`config.mk`:
```
export PLATFORM = sky130hd
export DESIGN_NAME = dma_csr_engine
export DESIGN_NICKNAME = d
export VERILOG_FILES = /design/src/rtl/dma_pkg.sv /design/src/rtl/dma_csr_regs.sv /design/src/rtl/dma_csr_engine.sv
export SDC_FILE = /design/constraint.sdc
export NUM_CORES = 1
export LEC_CHECK = 0
export BUFFER_PORTS_ARGS = -buffer_cell sky130_fd_sc_hd__buf_4
export CORE_MARGIN = 2
export CORE_UTILIZATION = 46
export CTS_BUF_LIST = sky130_fd_sc_hd__clkbuf_8
export CTS_CLUSTER_DIAMETER = 40
export DETAILED_ROUTE_END_ITERATION = 10
export GPL_ROUTABILITY_DRIVEN = 0
export PLACE_DENSITY_LB_ADDON = 0.2
export RECOVER_POWER = 25
export SLEW_MARGIN = 20
export SYNTH_ARGS = -nofsm -noshare
export SYNTH_HDL_FRONTEND = slang
export SYNTH_SLANG_ARGS = --single-unit
```
`constraint.sdc`:
```
create_clock -name clk -period 5 [get_ports clk]
set_clock_uncertainty 0.05 [all_clocks]
set_input_delay 0.5 -clock clk [delete_from_list [all_inputs] [get_ports clk]]
set_output_delay 0.5 -clock clk [all_outputs]
set_load 0.005 [all_outputs]
```
`src/rtl/dma_pkg.sv`:
```
// dma_pkg: register map, CTRL/STATUS bit positions and FSM states
// shared by the dma_csr_engine slice.
package dma_pkg;

  localparam logic [2:0] REG_CTRL   = 3'd0;
  localparam logic [2:0] REG_SRC    = 3'd1;
  localparam logic [2:0] REG_DST    = 3'd2;
  localparam logic [2:0] REG_LEN    = 3'd3;
  localparam logic [2:0] REG_STATUS = 3'd4;
  localparam logic [2:0] REG_CNT    = 3'd5;

  localparam int CTRL_START = 0;
  localparam int CTRL_IE    = 1;
  localparam int CTRL_ABORT = 2;

  localparam int ST_BUSY = 0;
  localparam int ST_DONE = 1;
  localparam int ST_ERR  = 2;

  typedef enum logic [2:0] {
    IDLE,
    RD_REQ,
    RD_WAIT,
    WR_REQ,
    DONE_ST
  } state_e;

endpackage

```
`src/rtl/dma_csr_regs.sv`:
```
// dma_csr_regs: register-bus decode, CSR storage, W1C and registered rdata.
// Interrupt enable and irq exist only when DMA_IRQ_EN is defined.
module dma_csr_regs
  import dma_pkg::*;
#(
  parameter int ADDR_W = 32,
  parameter int DATA_W = 32,
  parameter int LEN_W  = 16
) (
  input  logic              clk,
  input  logic              rst_n,
  input  logic              wr_en,
  input  logic              rd_en,
  input  logic [ADDR_W-1:0] addr,
  input  logic [DATA_W-1:0] wdata,
  output logic [DATA_W-1:0] rdata,
  input  logic              busy_i,
  input  logic              set_done_i,
  input  logic              set_err_i,
  input  logic              cnt_inc_i,
  output logic              start_o,
  output logic              abort_o,
  output logic [ADDR_W-1:0] src_o,
  output logic [ADDR_W-1:0] dst_o,
  output logic [LEN_W-1:0]  len_o,
  output logic              irq_o
);

  logic [2:0]        idx;
  logic              unused_addr;
  logic              wr_ctrl, wr_stat, cfg_we;
  logic [ADDR_W-1:0] src_q, dst_q;
  logic [LEN_W-1:0]  len_q, cnt_q, cnt_d;
  logic              done_q, done_d, err_q, err_d;
  logic [DATA_W-1:0] rd_val, rdata_q;

  assign idx         = addr[4:2];
  assign unused_addr = ^{addr[ADDR_W-1:5], addr[1:0]};
  assign wr_ctrl     = wr_en && (idx == REG_CTRL);
  assign wr_stat     = wr_en && (idx == REG_STATUS);
  assign cfg_we      = wr_en && !busy_i;

  // ABORT in the same write masks START
  assign start_o = wr_ctrl && wdata[CTRL_START]
                && !wdata[CTRL_ABORT] && !busy_i;
  assign abort_o = wr_ctrl && wdata[CTRL_ABORT] && busy_i;

  assign src_o = src_q;
  assign dst_o = dst_q;
  assign len_o = len_q;
  assign rdata = rdata_q;

  always_comb begin
    done_d = done_q;
    err_d  = err_q;
    cnt_d  = cnt_q;
    if (start_o) begin
      done_d = 1'b0;
      err_d  = 1'b0;
      cnt_d  = '0;
    end
    if (wr_stat && wdata[ST_DONE]) done_d = 1'b0;
    if (wr_stat && wdata[ST_ERR])  err_d  = 1'b0;
    if (set_done_i) done_d = 1'b1;
    if (set_err_i)  err_d  = 1'b1;
    if (cnt_inc_i)  cnt_d  = cnt_q + LEN_W'(1);
  end

`ifdef DMA_IRQ_EN
  logic ie_q, irq_q;
  always_ff @(posedge clk or negedge rst_n) begin
    if (!rst_n) begin
      ie_q  <= 1'b0;
      irq_q <= 1'b0;
    end else begin
      if (wr_ctrl) ie_q <= wdata[CTRL_IE];
      irq_q <= ie_q && (done_q || err_q);
    end
  end
  assign irq_o = irq_q;
`else
  assign irq_o = 1'b0;
`endif

  always_comb begin
    rd_val = '0;
    unique case (idx)
      REG_CTRL: begin
`ifdef DMA_IRQ_EN
        rd_val[CTRL_IE] = ie_q;
`endif
      end
      REG_SRC:    rd_val = DATA_W'(src_q);
      REG_DST:    rd_val = DATA_W'(dst_q);
      REG_LEN:    rd_val[LEN_W-1:0] = len_q;
      REG_STATUS: begin
        rd_val[ST_BUSY] = busy_i;
        rd_val[ST_DONE] = done_q;
        rd_val[ST_ERR]  = err_q;
      end
      REG_CNT:    rd_val[LEN_W-1:0] = cnt_q;
      default:    rd_val = '0;
    endcase
  end

  always_ff @(posedge clk or negedge rst_n) begin
    if (!rst_n) begin
      src_q   <= '0;
      dst_q   <= '0;
      len_q   <= '0;
      cnt_q   <= '0;
      done_q  <= 1'b0;
      err_q   <= 1'b0;
      rdata_q <= '0;
    end else begin
      if (cfg_we && idx == REG_SRC) src_q <= ADDR_W'(wdata);
      if (cfg_we && idx == REG_DST) dst_q <= ADDR_W'(wdata);
      if (cfg_we && idx == REG_LEN) len_q <= wdata[LEN_W-1:0];
      cnt_q  <= cnt_d;
      done_q <= done_d;
      err_q  <= err_d;
      if (rd_en) rdata_q <= rd_val;
    end
  end

endmodule

```
`src/rtl/dma_csr_engine.sv`:
```
// dma_csr_engine: single-channel word-copy DMA with CSR slave port.
// Optional interrupt output enabled by defining DMA_IRQ_EN.
module dma_csr_engine
  import dma_pkg::*;
#(
  parameter int ADDR_W = 32,
  parameter int DATA_W = 32,
  parameter int LEN_W  = 16
) (
  input  logic              clk,
  input  logic              rst_n,
  input  logic              wr_en,
  input  logic              rd_en,
  input  logic [ADDR_W-1:0] addr,
  input  logic [DATA_W-1:0] wdata,
  output logic [DATA_W-1:0] rdata,
  output logic              mem_req,
  output logic              mem_we,
  output logic [ADDR_W-1:0] mem_addr,
  output logic [DATA_W-1:0] mem_wdata,
  input  logic              mem_gnt,
  input  logic              mem_rvalid,
  input  logic [DATA_W-1:0] mem_rdata,
  output logic              irq
);

  state_e            state_q, state_d;
  logic [ADDR_W-1:0] src_ptr_q, src_ptr_d, dst_ptr_q, dst_ptr_d;
  logic [LEN_W-1:0]  rem_q, rem_d;
  logic [DATA_W-1:0] wd_q, wd_d;
  logic              pend_q, pend_d;
  logic              busy, start, abort, set_done, set_err, cnt_inc;
  logic [ADDR_W-1:0] src, dst;
  logic [LEN_W-1:0]  len;

  dma_csr_regs #(
    .ADDR_W(ADDR_W),
    .DATA_W(DATA_W),
    .LEN_W (LEN_W)
  ) u_regs (
    .clk       (clk),
    .rst_n     (rst_n),
    .wr_en     (wr_en),
    .rd_en     (rd_en),
    .addr      (addr),
    .wdata     (wdata),
    .rdata     (rdata),
    .busy_i    (busy),
    .set_done_i(set_done),
    .set_err_i (set_err),
    .cnt_inc_i (cnt_inc),
    .start_o   (start),
    .abort_o   (abort),
    .src_o     (src),
    .dst_o     (dst),
    .len_o     (len),
    .irq_o     (irq)
  );

  assign busy      = (state_q != IDLE);
  assign mem_req   = (state_q == RD_REQ) || (state_q == WR_REQ);
  assign mem_we    = (state_q == WR_REQ);
  assign mem_addr  = mem_we ? dst_ptr_q : src_ptr_q;
  assign mem_wdata = wd_q;

  always_comb begin
    state_d   = state_q;
    src_ptr_d = src_ptr_q;
    dst_ptr_d = dst_ptr_q;
    rem_d     = rem_q;
    wd_d      = wd_q;
    pend_d    = pend_q;
    set_done  = 1'b0;
    set_err   = 1'b0;
    cnt_inc   = 1'b0;
    unique case (state_q)
      IDLE: begin
        pend_d = 1'b0;
        if (start) begin
          if (src[1:0] != 2'b00 || dst[1:0] != 2'b00) begin
            set_err = 1'b1;
          end else if (len == '0) begin
            set_done = 1'b1;
          end else begin
            src_ptr_d = src;
            dst_ptr_d = dst;
            rem_d     = len;
            state_d   = RD_REQ;
          end
        end
      end
      RD_REQ: begin
        // a read granted alongside ABORT must still drain its rvalid
        if (mem_gnt) begin
          state_d = RD_WAIT;
          pend_d  = abort;
        end else if (abort) begin
          state_d = IDLE;
          set_err = 1'b1;
        end
      end
      RD_WAIT: begin
        if (abort) pend_d = 1'b1;
        if (mem_rvalid) begin
          wd_d = mem_rdata;
          if (pend_q || abort) begin
            state_d = IDLE;
            set_err = 1'b1;
          end else begin
            state_d = WR_REQ;
          end
        end
      end
      WR_REQ: begin
        if (mem_gnt) begin
          src_ptr_d = src_ptr_q + ADDR_W'(4);
          dst_ptr_d = dst_ptr_q + ADDR_W'(4);
          rem_d     = rem_q - LEN_W'(1);
          cnt_inc   = 1'b1;
          if (abort) begin
            state_d = IDLE;
            set_err = 1'b1;
          end else if (rem_q == LEN_W'(1)) begin
            state_d = DONE_ST;
          end else begin
            state_d = RD_REQ;
          end
        end else if (abort) begin
          state_d = IDLE;
          set_err = 1'b1;
        end
      end
      DONE_ST: begin
        state_d  = IDLE;
        set_err  = abort;
        set_done = !abort;
      end
      default: state_d = IDLE;
    endcase
  end

  always_ff @(posedge clk or negedge rst_n) begin
    if (!rst_n) begin
      state_q   <= IDLE;
      src_ptr_q <= '0;
      dst_ptr_q <= '0;
      rem_q     <= '0;
      wd_q      <= '0;
      pend_q    <= 1'b0;
    end else begin
      state_q   <= state_d;
      src_ptr_q <= src_ptr_d;
      dst_ptr_q <= dst_ptr_d;
      rem_q     <= rem_d;
      wd_q      <= wd_d;
      pend_q    <= pend_d;
    end
  end

endmodule
```
==> results of run 1 <==
==> registers in the layout, indices dropped and copies added (netlist names) <==
signal         cells
u_regs.err_q       1
u_regs.dst_o      32
u_regs.len_o      16
u_regs.done_q      1
u_regs.cnt_q      16
rem_q             16
state_q            3
u_regs.rdata      32
u_regs.src_o      32
pend_q             1
mem_wdata         32
src_ptr_q         32
dst_ptr_q         32
==> synthesized netlist by cell type (10+ instances only) <==
cell / instances / area, µm²
o21ai_0: 90 / 450
o22ai_1: 34 / 213
a31oi_1: 10 / 62.6
clkbuf_1: 46 / 173
mux2_2: 115 / 1290
buf_2: 29 / 145
a22o_1: 18 / 158
o31ai_1: 12 / 90.1
nand3_1: 45 / 225
nor3_1: 12 / 60.1
and3_1: 16 / 100
a2bb2oi_1: 14 / 123
inv_1: 24 / 90.1
a22oi_1: 22 / 165
and2_1: 10 / 62.6
nand2_1: 164 / 616
dfrtp_1: 246 / 6160
a21oi_1: 106 / 531
nor4_1: 11 / 68.8
nor2_1: 64 / 240
a221oi_1: 16 / 140
nand4_1: 27 / 169
==> power by group <==
group | switching [mW] | internal [mW]
combinational | 1.68 | 1.58
sequential | 0.916 | 2.78
clock | 0.926 | 1.15
==> layer usage <==
layer | wire (µm) | vias up
li1 | - | 4936
met1 | 16200 | 5232
met2 | 15300 | 388
met3 | 2460 | 64
met4 | 879 | 0
met5 | 0 | -
==> how the worst max path moves through the flow <==
stage | from | to | slack [ns] | cells after the start
after floorplan | addr[3] | dst_ptr_q[24]$_DFFE_PN0P_ | 2.89 | 6
after global placement | state_q[2]$_DFFE_PN0P_ | src_ptr_q[25]$_DFFE_PN0P_ | 1.69 | 7
after detailed placement | state_q[2]$_DFFE_PN0P_ | src_ptr_q[29]$_DFFE_PN0P_ | 1.67 | 7
after CTS | state_q[2]$_DFFE_PN0P_ | mem_addr[11] | 1.10 | 7
after global routing | rst_n | u_regs.done_q$_DFFE_PN0P_ | 0.52 | 3
final | state_q[2]$_DFFE_PN0P_ | mem_addr[11] | 1.06 | 7
==> worst reg2reg max path, stage by stage, from the launching register on <==
cell and delay, ns:
dfrtp_1 0.54, nand3b_4 0.38, inv_4 0.11, buf_4 0.48, buf_4 0.78, nand2_1 0.42
o31a_1 0.37, o21ai_0 0.16
==> area by class of cell <==
| class | instances | area [µm²] | area share [%] |
|---|---|---|---|
| Sequential cell | 246 | 6160 | 41.6 |
| Clock buffer | 60 | 826 | 5.58 |
| Timing Repair Buffer | 186 | 1410 | 9.54 |
| Clock inverter | 29 | 181 | 1.23 |
| Inverter | 24 | 92.6 | 0.626 |
| Multi-Input combinational cell | 887 | 5710 | 38.6 |
| Tap cell | 335 | 419 | 2.83 |
==> kinds of logic after synthesis <==
logic type,after synthesis,synth area share (%)
xor gates and xnor gates,1,0.0711
buffers and inverters,110,3.84
adders and majority gates,5,0.508
muxes,123,11.2
other,1,0.0304
AOI/OAI and AO/OA,368,18.9
DFF,246,50.0
and+or+nand+nor,389,15.5
==> metrics.md, run 1 <==
| Metric | Value |
|---|---|
| Outcome | `complete, but fails checks` |
| Failing checks | `capacitance limit, slew limit` |
| Vias in the first global route | `10200` |
| Clock slew at reported path FFs | `0.06 ns` |
| Slew @ Worst Pin | `3.06 ns` |
| WP data arrival | `3.39 ns` |
| Leak | `6.63 nW` |
| Root buf cell | `clkbuf_8` |
| Max Root-Sink Buffers | `3` |
| CP peak stage delay | `0.73 ns` |
| Ys async rst share | `100%` |
| Post-detail-place hpwl | `23800 µm` |
| # setup viols final | `0` |
| Worst R2R Path Depth | `7` |
| Design area | `0.0148 mm²` |
| Final std cells w/o fill | `1767` |
| Die width | `168 µm` |
| Pre-CTS WS | `1.67 ns` |
| Minimum clock period | `3.94 ns` |
| CTS tree | `done` |
| Initial DRC Count | `1082` |
| Max Slew Vio Count | `52` |
| Synth Cell Area | `0.0123 mm²` |
| Setup crit end kind | `output pin` |
| M3 GR Usage | `5.11%` |
| Power Density | `610 mW/mm²` |
| Endpoints failing hold | `0` |
| FF-to-FF Start | `state_q[2]$_DFFE_PN0P_` |
| Netlist cell types | `67` |
| R2R setup slack | `1.64 ns` |
| Largest net degree at the start of global routing | `129` |
| Worst IR drop on VDD | `0.258 mV` |
| Row cnt | `59` |
| Antenna Violating Nets Remaining | `0` |
| Period utilization | `78.9%` |
| Vias | `10600` |
| Crit Path Class | `flop to output pin` |
| Met1 Use GR | `36.9%` |
| Antenna Cells | `0` |
| CP dominant cell by count | `buf_4` |
| Synthesized Nets | `1350` |
| Req. time, crit path | `4.45 ns` |
| Hold Crit Endpoint | `mem_wdata[24]$_DFFE_PN0P_` |
| Max FO, Critical Path | `85` |
| IO Port Bufs | `170` |
| Post-synthesis sequential area ratio | `50.0%` |
| Hold Path Class | `input pin to flop` |
| # IOs | `201` |
| GRT Max-Usage Layer | `met2` |
| Setup bufs post-CTS | `0` |
| Seq cells post-synth | `246` |
| Area delta synth->final | `20.1%` |
| Total GRT Usage | `25.0%` |
| Delay-heaviest family, CP | `buffers and inverters` |
| H-Tree Depth | `2` |
| Core area | `0.0262 mm²` |
| Inst Count DP | `1676` |
| Fmax | `254 MHz` |
| DIE AREA | `0.0281 mm²` |
| Hold depth | `2` |
| Slowest stage cell on the critical path | `buf_4` |
| Global Route met2 Usage | `37.0%` |
| Pre-antenna DRT Iters | `5` |
| DRC violations left | `0` |
| Worst-path cell chain | `nand3b_4, inv_4, buf_4, buf_4, nand2_1, nand2_1, buf_4` |
| CTS Hold Buffers Added | `0` |
| DP Area | `0.0138 mm²` |
| Max Cap Violations | `1` |
| Most frequent cells in the layout | `dfrtp_1 (246), buf_4 (182), nand2_1 (164)` |
| Final WS setup | `1.06 ns` |
| Wirelength, routed | `34900 µm` |
| WL per Instance | `19.7 µm` |
| Worst Hold Slack | `0.111 ns` |
| Synth warn | `0` |
| CP Buf/Inv Count | `4` |
| Die Y-Extent | `168 µm` |
| Clock Sinks | `246` |
| FILL cells | `2320` |
| R2R Path End | `src_ptr_q[29]$_DFFE_PN0P_` |
| Syn avg cell area | `9.91 µm²` |
| Setup TNS | `0 ns` |
| Global-route wire length before repair | `56500 µm` |
| Fin nets | `1500` |
| Routed vias/inst | `6.01` |
| TritonCTS buffer count | `48` |
| Leading cell type in the layout, fill and taps excluded | `dfrtp_1` |
| Final core utilization | `56.5%` |
| Post-Synthesis Cells | `1243` |
| Cts repair resizes | `0` |
| Hold path start | `mem_rdata[24]` |
| Slew HR | `-104%` |
| Type of origin of the critical path | `flop` |
| RSZ-0062 raised after global routing | `false` |
| Synth Flop Type | `dfrtp_1` |
| Initial antenna violation count | `0` |
| EDFF count, synth | `0` |
| Pwr Total | `9.03 mW` |
| Initial Util | `47.0%` |
| Worst-Skew Late Latency | `0.57 ns` |
| Share of layout cells above drive strength 1 | `27.7%` |
| Global route total overflow | `0` |
Power figures use the tool's default switching activity.
==> run 2, diff against run 1 <==
- ABC_AREA: not set -> 1
- clock period: 5 -> 3.7 ns (I/O delays scaled with it)
==> run 2 against run 1 <==
- the flow still finishes with violations (capacitance limit, slew limit)
- hold slack worse by 0.080 ns
- clock-buffer cell count is 4 lower
- power rose by 29%
- routed wire length increased by 21%
- non-clock buffer count rose by 61
- via count up 26%
- global-route usage is 2.7 points higher
- sequential share of layout area fell by 4.7 points
- setup slack got worse by 0.30 ns
- highest routed layer unchanged
==> metrics.md, run 2 <==
| Metric | Value |
|---|---|
| Wirelength, routed | `42400 µm (+21%)` |
| DP Area | `0.0151 mm² (+9.3%)` |
| Inst Count DP | `2366 (+41%)` |
| FF-to-FF Start | `state_q[2]$_DFFE_PN0P_` |
| Setup TNS | `0 ns (unchanged)` |
| # IOs | `201 (unchanged)` |
| Area delta synth->final | `23.9%` |
| Leading cell type in the layout, fill and taps excluded | `nand2_1` |
| Root buf cell | `clkbuf_8` |
| Top-count cell post-synth | `nand2_1` |
| Fmax | `340 MHz` |
| Post-synthesis sequential area ratio | `45.7% (-4.3 points)` |
| Slew HR | `-29.4% (+74 points)` |
| Syn avg cell area | `7.20 µm² (-27%)` |
| Share of the synthesized area in the top cell type | `45.7% (-4.3 points)` |
| Total GRT Usage | `27.8% (+2.7 points)` |
| Cts repair resizes | `0 (unchanged)` |
| Clock slew at reported path FFs | `0.07 ns (about the same)` |
| Power Density | `697 mW/mm² (+14%)` |
| Vias in the first global route | `12900 (+27%)` |
| Hold Path Class | `input pin to flop` |
| DRC violations left | `0 (unchanged)` |
| Top cells by area, synth | `dfrtp_1 (46%), nand2_1 (20%), o21ai_0 (5.6%)` |
| Vias | `13400 (+26%)` |
| Hold path start | `wdata[2]` |
| Outcome | `complete, but fails checks` |
| Global-route wire length before repair | `68200 µm (+21%)` |
| # setup viols final | `0 (unchanged)` |
| IO Port Bufs | `170 (unchanged)` |
| Die width | `175 µm (+4.5%)` |
| Worst-Skew Late Latency | `0.58 ns (about the same)` |
| Max Cap Violations | `2 (+1)` |
| Antenna Violating Nets Remaining | `0 (unchanged)` |
| WL per Instance | `16.8 µm (-15%)` |
| Post-Synthesis Cells | `1872 (+51%)` |
| Clock power share | `25.3% (+2.3 points)` |
| Int Pwr | `7.06 mW (+28%)` |
| Pwr Total | `11.6 mW (+29%)` |
| Failing checks | `capacitance limit, slew limit` |
| Netlist cell types | `39 (-42%)` |
| Share of layout cells above drive strength 1 | `14.7% (-13 points)` |
| Largest net degree at the start of global routing | `152 (+18%)` |
| Max Slew Vio Count | `102 (+96%)` |
| Worst R2R Path Depth | `9 (+2)` |
| Gate power share | `33.8% (-2.3 points)` |
| Clock Sinks | `246 (unchanged)` |
| Req. time, crit path | `3.28 ns (-1.17 ns)` |
| Die Y-Extent | `175 µm (+4.5%)` |
| Period utilization | `79.5%` |
| Routed vias/inst | `5.31 (-12%)` |
| Synth warn | `0 (unchanged)` |
| Seq cells post-synth | `246 (unchanged)` |
| Row cnt | `62 (+5.1%)` |
| Antenna Cells | `0 (unchanged)` |
| Sw Share | `39.4% (+0.37 points)` |
| Most frequent cells in the layout | `nand2_1 (724), dfrtp_1 (246), nor2_1 (195)` |
| Leak | `8.04 nW (+21%)` |
| R2R Path End | `src_ptr_q[15]$_DFFE_PN0P_` |
| RSZ-0062 raised after global routing | `false` |
| Pre-CTS WS | `1.25 ns (-0.420 ns)` |
| DIE AREA | `0.0307 mm² (+9.2%)` |
| Hold depth | `3 (+1)` |
| Fin nets | `2201 (+47%)` |
| Type of origin of the critical path | `flop` |
| Synthesized Nets | `1979 (+47%)` |
| Worst IR drop on VDD | `0.382 mV (+48%)` |
| Worst Hold Slack | `0.0303 ns (-0.0805 ns)` |
| Synth Flop Type | `dfrtp_1` |
| Post-synth top cells | `nand2_1 (724), dfrtp_1 (246), nor2_1 (195)` |
| Pre-antenna DRT Iters | `7 (+2)` |
| Sequential share of power | `40.8% (about the same)` |
| Sw power | `4.58 mW (+30%)` |
| H-Tree Depth | `2 (unchanged)` |
| Max FO, Critical Path | `151 (+78%)` |
| EDFF count, synth | `0 (unchanged)` |
| Max Root-Sink Buffers | `3 (unchanged)` |
| Post-detail-place hpwl | `29700 µm (+25%)` |
| TritonCTS buffer count | `46 (-4.2%)` |
| CTS tree | `done` |
| Ys async rst share | `100% (unchanged)` |
| R2R setup slack | `1.29 ns (-0.35 ns)` |
| Area leader, netlist | `dfrtp_1` |
| Global route total overflow | `0 (unchanged)` |
| Slew @ Worst Pin | `1.94 ns (-1.12 ns)` |
| Initial antenna violation count | `0 (unchanged)` |
| Crit Path Class | `flop to output pin` |
| Endpoints failing hold | `0 (unchanged)` |
| Final WS setup | `0.757 ns (-0.299 ns)` |
| Initial DRC Count | `1095 (+1.2%)` |
| CP startpoint | `state_q[1]$_DFFE_PN0P_` |
| Core area | `0.0288 mm² (+9.8%)` |
| Final std cells w/o fill | `2515 (+42%)` |
| Minimum clock period | `2.94 ns` |
| Design area | `0.0167 mm² (+13%)` |
| Final core utilization | `58.0% (+1.5 points)` |
| Initial Util | `46.8% (-0.18 points)` |
| Setup crit end kind | `output pin` |
| Synth Cell Area | `0.0135 mm² (+9.4%)` |
| WP data arrival | `2.52 ns (-0.87 ns)` |
| Hold Crit Endpoint | `u_regs.dst_o[2]$_DFFE_PN0P_` |
## run 2: cell types whose count changed in the layout (fill, tap and decap cells not counted), sizes merged, moves of 63 or more
cell / change
dlygate4sd3: +63
inv: +143
mux2: -77
nand2: +564
nand3: +63
nor2: +138
o21ai: +72
## run 2: how the worst max path moves through the flow
stage	end	slack (ns)	depth (start not counted)
floorplan	mem_addr[10]	1.93	6
global placement	rem_q[5]$_DFFE_PN0P_	1.33	10
detailed placement	rem_q[5]$_DFFE_PN0P_	1.25	10
CTS	mem_addr[23]	0.74	6
global route	mem_addr[23]	0.61	6
finish	mem_addr[23]	0.76	6
## run 2: critical path, cell delays in order (launching register included)
cell and delay (ns):
dfrtp_1 0.44, nand2_1 0.12, nor2_4 0.22, buf_12 0.46, nand2_1 0.23, o21ai_0 0.19, buf_4 0.17
## run 2: layout make-up
type / instances / area, µm²
Clock buffer: 56 / 771
Clock inverter: 29 / 269
Fill cell: 2663 / 12100
Inverter: 170 / 646
Multi-Input combinational cell: 1383 / 6310
Sequential cell: 246 / 6160
Tap cell: 384 / 480
Timing Repair Buffer: 247 / 2070
## run 2: cells by family after synthesis
| logic type | synth area share [%] |
|---|---|
| AND/OR/NAND/NOR | 32.4 |
| AO/OA/AOI/OAI | 10.1 |
| flip-flops | 45.7 |
| buffers and inverters | 7.54 |
| multiplexers | 3.17 |
| XOR/XNOR | 0.585 |
| adder cells (fa/ha/maj) | 0.464 |
| other | 0.0278 |
## run 2: power by group through the flow
stage | Combinational (mW) | Sequential, mW | Clock [mW]
final | 3.94 | 4.75 | 2.95
after global routing | 4.44 | 4.89 | 3.13
after CTS | 3.93 | 4.72 | 2.99
after detailed placement | 3.86 | 4.75 | 0
after global placement | 3.78 | 4.71 | 0
after floorplan | 2.35 | 4.45 | 0
## run 2: per-layer routing
| metal | global-route usage (%) | wire length (µm) | up-vias |
|---|---|---|---|
| met1 | 39.0 | 18700 | 6319 |
| met4 | 8.30 | 1210 | 0 |
| met5 | 0 | 0 | - |
| met2 | 43.7 | 19100 | 539 |
| met3 | 5.35 | 3400 | 96 |
| li1 | - | - | 6413 |
## run 2: repair_timing
item                      4_1_cts  5_1_grt
buffers inserted                0        0
hold endpoints to repair      172        0
hold buffers                   64        0
